[src/rtl/uart_tx_core.sv]
// Serialising UART transmitter: accepts one word per handshake and sends
// start, data LSB-first, optional parity and stop bits on tx_serial.
module uart_tx_core #(
  parameter int Word_Len     = 8,
  parameter int Clks_Per_Bit = 868,
  parameter int Parity       = 0
) (
  input  logic                clk,
  input  logic                reset,
  input  logic [Word_Len-1:0] tx_data,
  input  logic                tx_valid,
  output logic                tx_ready,
  output logic                tx_serial,
  output logic                tx_busy,
  output logic                tx_done,
  output logic [2:0]          fsm_state
);

  localparam int CNT_W = (Clks_Per_Bit > 1) ? $clog2(Clks_Per_Bit) : 1;
  localparam int IDX_W = $clog2(Word_Len);

  typedef enum logic [2:0] {
    S_IDLE   = 3'd0,
    S_START  = 3'd1,
    S_DATA   = 3'd2,
    S_PARITY = 3'd3,
    S_STOP   = 3'd4
  } state_t;

  state_t              state;
  logic [Word_Len-1:0] shift_reg;
  logic                par_bit;
  logic [CNT_W-1:0]    bit_cnt;
  logic [IDX_W-1:0]    bit_idx;
  logic                bit_last;

  assign bit_last  = (bit_cnt == CNT_W'(Clks_Per_Bit - 1));
  assign fsm_state = state;

  // Handshake: a word transfers on a rising edge where tx_valid and tx_ready
  // are both 1. tx_ready is high only in IDLE; tx_valid may stay high and
  // tx_data is ignored whenever tx_ready is low.
  always_ff @(posedge clk or negedge reset) begin
    if (!reset) begin
      state     <= S_IDLE;
      shift_reg <= '0;
      par_bit   <= 1'b0;
      bit_cnt   <= '0;
      bit_idx   <= '0;
      tx_serial <= 1'b1;
      tx_ready  <= 1'b1;
      tx_busy   <= 1'b0;
      tx_done   <= 1'b0;
    end else begin
      tx_done <= 1'b0;
      case (state)
        S_IDLE: begin
          if (tx_valid) begin
            shift_reg <= tx_data;
            par_bit   <= (Parity == 2) ? ~(^tx_data) : ^tx_data;
            bit_cnt   <= '0;
            bit_idx   <= '0;
            state     <= S_START;
            tx_serial <= 1'b0;
            tx_ready  <= 1'b0;
            tx_busy   <= 1'b1;
          end
        end
        S_START: begin
          if (bit_last) begin
            bit_cnt   <= '0;
            state     <= S_DATA;
            tx_serial <= shift_reg[0];
          end else begin
            bit_cnt <= bit_cnt + 1'b1;
          end
        end
        S_DATA: begin
          if (bit_last) begin
            bit_cnt   <= '0;
            shift_reg <= shift_reg >> 1;
            if (bit_idx == IDX_W'(Word_Len - 1)) begin
              bit_idx <= '0;
              if (Parity != 0) begin
                state     <= S_PARITY;
                tx_serial <= par_bit;
              end else begin
                state     <= S_STOP;
                tx_serial <= 1'b1;
              end
            end else begin
              // Registered line: present the next bit as the shift happens.
              bit_idx   <= bit_idx + 1'b1;
              tx_serial <= shift_reg[1];
            end
          end else begin
            bit_cnt <= bit_cnt + 1'b1;
          end
        end
        S_PARITY: begin
          if (bit_last) begin
            bit_cnt   <= '0;
            state     <= S_STOP;
            tx_serial <= 1'b1;
          end else begin
            bit_cnt <= bit_cnt + 1'b1;
          end
        end
        S_STOP: begin
          if (bit_last) begin
            bit_cnt  <= '0;
            state    <= S_IDLE;
            tx_ready <= 1'b1;
            tx_busy  <= 1'b0;
            tx_done  <= 1'b1;
          end else begin
            bit_cnt <= bit_cnt + 1'b1;
          end
        end
        default: begin
          state     <= S_IDLE;
          tx_serial <= 1'b1;
          tx_ready  <= 1'b1;
          tx_busy   <= 1'b0;
        end
      endcase
    end
  end

endmodule

[config.mk]
export PLATFORM = sky130hd
export DESIGN_NAME = uart_tx_core
export DESIGN_NICKNAME = d
export VERILOG_FILES = /design/src/rtl/uart_tx_core.sv
export SDC_FILE = /design/constraint.sdc
export NUM_CORES = 1
export LEC_CHECK = 0
export BUFFER_PORTS_ARGS = -buffer_cell sky130_fd_sc_hd__buf_2
export CAP_MARGIN = 20
export CORE_ASPECT_RATIO = 0.8
export CORE_MARGIN = 2
export CORE_UTILIZATION = 62
export CTS_BUF_LIST = sky130_fd_sc_hd__clkbuf_8 sky130_fd_sc_hd__clkbuf_16
export CTS_CLUSTER_SIZE = 25
export DETAILED_ROUTE_END_ITERATION = 8
export HOLD_SLACK_MARGIN = 0.15
export PLACE_DENSITY = 0.81
export SLEW_MARGIN = 20
export SYNTH_ARGS = -nofsm -noshare
export SYNTH_HDL_FRONTEND = slang
export SYNTH_SLANG_ARGS = --single-unit
[constraint.sdc]
create_clock -name clk -period 3.79 [get_ports clk]
set_clock_uncertainty 0.05 [all_clocks]
set_input_delay 0.5685 -clock clk [delete_from_list [all_inputs] [get_ports clk]]
set_output_delay 0.5685 -clock clk [all_outputs]
set_load 0.03 [all_outputs]
==> results.cfg <==
[outcome]
status = finished, final reports clean

[cells_and_area]
layout.area.seq_sq_um = 703
stdcell_count = 203
fin_util_pct = 71.2
final_common_cell = dfrtp_1
largest_reg_flops = 10
layout-drive-gt1-share_pct = 25.1
nFillCells = 181
antenna_cells = 0
multi_input_area_sq_um = 811
area_growth_pct = 9.37
most-common-layout-cells = dfrtp_1 (26), buf_2 (17), nand3_1 (13)
nets = 182

[yosys]
ys.warnings.count = 0
synth_xor_area_share_pct = 2.76
postSynth.asyncResetShare_pct = 100
avgSynthCellArea_sq_um = 10.3
synth_ff_type = dfrtp_1
synthCells = 155
synth_top_family_by_area = simple AND/OR/NAND/NOR gates
synthMuxAreaShare_pct = 12.6
syn_nets = 169
synthAdderAreaFrac_pct = 2.36
synth-compound-area-share_pct = 12.0
synthSimpleGateAreaFrac_pct = 21.3
yosysSeqAreaShare_pct = 44.3
synth_cell_types = 47
synth_edf_count = 0
synth-seq-cells = 28
synth_area_sq_mm = 0.00159

[clocking]
cts_sinks = 28
insertion_delay_ns = 0.28
clock_path_buffers = 2
cts.htree.levels = 1
cts_root_buf = clkbuf_8
cts-hold-fix-buffers = 0
post_cts_buffers = 0
clk_pin_slew_ns = 0.10
cts_tree = done
cts_resized = 0
cts_buffers = 3

[sta]
fin_ws_ns = 1.49
slew_violations = 0
finalSetupTns_ns = 0
fmax_mhz = 434
tightest_slew_ns = 0.822
hold_violations = 0
fin_crit_sh_pct = 60.8
setup_viol = 0
rsz0062_at_grt = no
maxSlewHeadroom_pct = 45.2
period_needed_ns = 2.30

[placed_design]
dp_cells = 199
dp_hpwl_um = 2250
port-buffer-count = 17
gp_congestion = 0.929
pre_cts_ws_ns = 1.57

[detailed_routing]
drt-initial-drc-count = 69
vias_per_cell = 6.27
detail-route-antenna-nets = 0
wl_per_cell_um = 15.9
dr_total_vias = 1272
drtPass1Iterations = 4
drc_errors = 0
routed_wl_um = 3240

[grt]
grt_max_degree = 29
track_usage_pct = 24.4
grt_pass1_wl_um = 5550
grt_pass1_vias = 1238
grt-ovfl-total = 0
antenna_found_initial = 0

[die]
die_height_um = 49.3
die_x_um = 60.6
dieArea_sq_mm = 0.00299
ios = 18
core_sq_mm = 0.00244
rows = 16
initial_core_util_pct = 65.1

[setup_path]
criticalPathCategory = reg2reg
r2r_slack_ns = 1.49
cp.arrival_ns = 2.39
crit_path_end_kind = flip-flop
critical_path_required_ns = 3.88
critPathMaxFanout = 27
startpoint_type = flip-flop

[power]
p_leak_uw = 0.000743
powerDensity_mw_per_mm2 = 325
ir_drop_mv = 0.244

[run]
cap_violations = 0

[worst_hold_path]
hp-class = in2async
routing by layer:
| metal | global-route usage [%] | vias to the layer above | wire length [um] |
|---|---|---|---|
| li1 | - | 597 | - |
| met1 | 35.4 | 629 | 1510 |
| met2 | 36.2 | 39 | 1530 |
| met3 | 4.77 | 7 | 157 |
| met4 | 8.33 | 0 | 36 |
| met5 | 0 | - | 0 |
area by class of cell:
class	instances	share of cell area (%)
Sequential cell	28	40.5
Tap cell	36	2.59
Clock buffer	3	2.38
Inverter	6	1.30
Timing Repair Buffer	17	4.90
Clock inverter	1	1.73
Multi-Input combinational cell	112	46.7
cell families (layout without fill, tap and decap cells):
family / Yosys count / in the layout
AO/OA/AOI/OAI: 29 / 29
XOR/XNOR: 5 / 5
adder cells (fa/ha/maj): 3 / 3
buffers and inverters: 15 / 27
flip-flops: 28 / 28
multiplexers: 15 / 15
AND/OR/NAND/NOR: 60 / 60
cells in the mapped netlist (2+ instances only):
cell / count / area [sq um]
a211oi_1: 2 / 15.0
a21oi_1: 8 / 40.0
a31oi_1: 2 / 12.5
and2_1: 2 / 12.5
buf_2: 3 / 15.0
buf_6: 2 / 22.5
clkbuf_1: 3 / 11.3
dfrtp_1: 26 / 651
dfstp_2: 2 / 52.6
ha_1: 3 / 37.5
inv_1: 6 / 22.5
mux2_2: 6 / 67.6
mux2_4: 6 / 90.1
mux2i_1: 2 / 20.0
nand2_1: 8 / 30.0
nand3_1: 13 / 65.1
nand3b_1: 2 / 15.0
nand4_1: 7 / 43.8
nor2_1: 12 / 45.0
nor3_1: 2 / 10.0
nor4b_1: 2 / 17.5
o21ai_0: 6 / 30.0
or4_1: 2 / 15.0
xor2_1: 5 / 43.8
power by group:
part	internal [uW]	switching [uW]	total, uW
Combinational	11.3	10.3	21.6
Clock	142	95.4	237
Sequential	303	2.68	306
worst max-delay path: stages (launching register included):
cell and delay, ns:
dfrtp_1 0.70, nor2_1 0.49, nand2_1 0.22, a31oi_1 0.57
nor2_1 0.14
final timing paths:
check | startpoint | end | cells after the start
max | fsm_state[1] | bit_cnt[5] | 4
min | reset | shift_reg[5] | 1
max reg2reg | fsm_state[1] | bit_cnt[5] | 4
min reg2reg | tx_ready | tx_ready | 2
max in group asynchronous | reset | bit_cnt[0] | 1
min in group clk | tx_ready | tx_ready | 2
stage by stage:
| stage | total power [uW] | cell area [sq um] | hold WS, ns |
|---|---|---|---|
| floorplan | 320 | 1590 | 0.223 |
| global placement | 332 | 1670 | 0.411 |
| detailed placement | 334 | 1670 | 0.418 |
| CTS | 568 | 1740 | 0.251 |
| global route | 582 | 1740 | 0.289 |
| finish | 564 | 1740 | 0.230 |
Note: power is estimated with default switching activity, not from simulation.
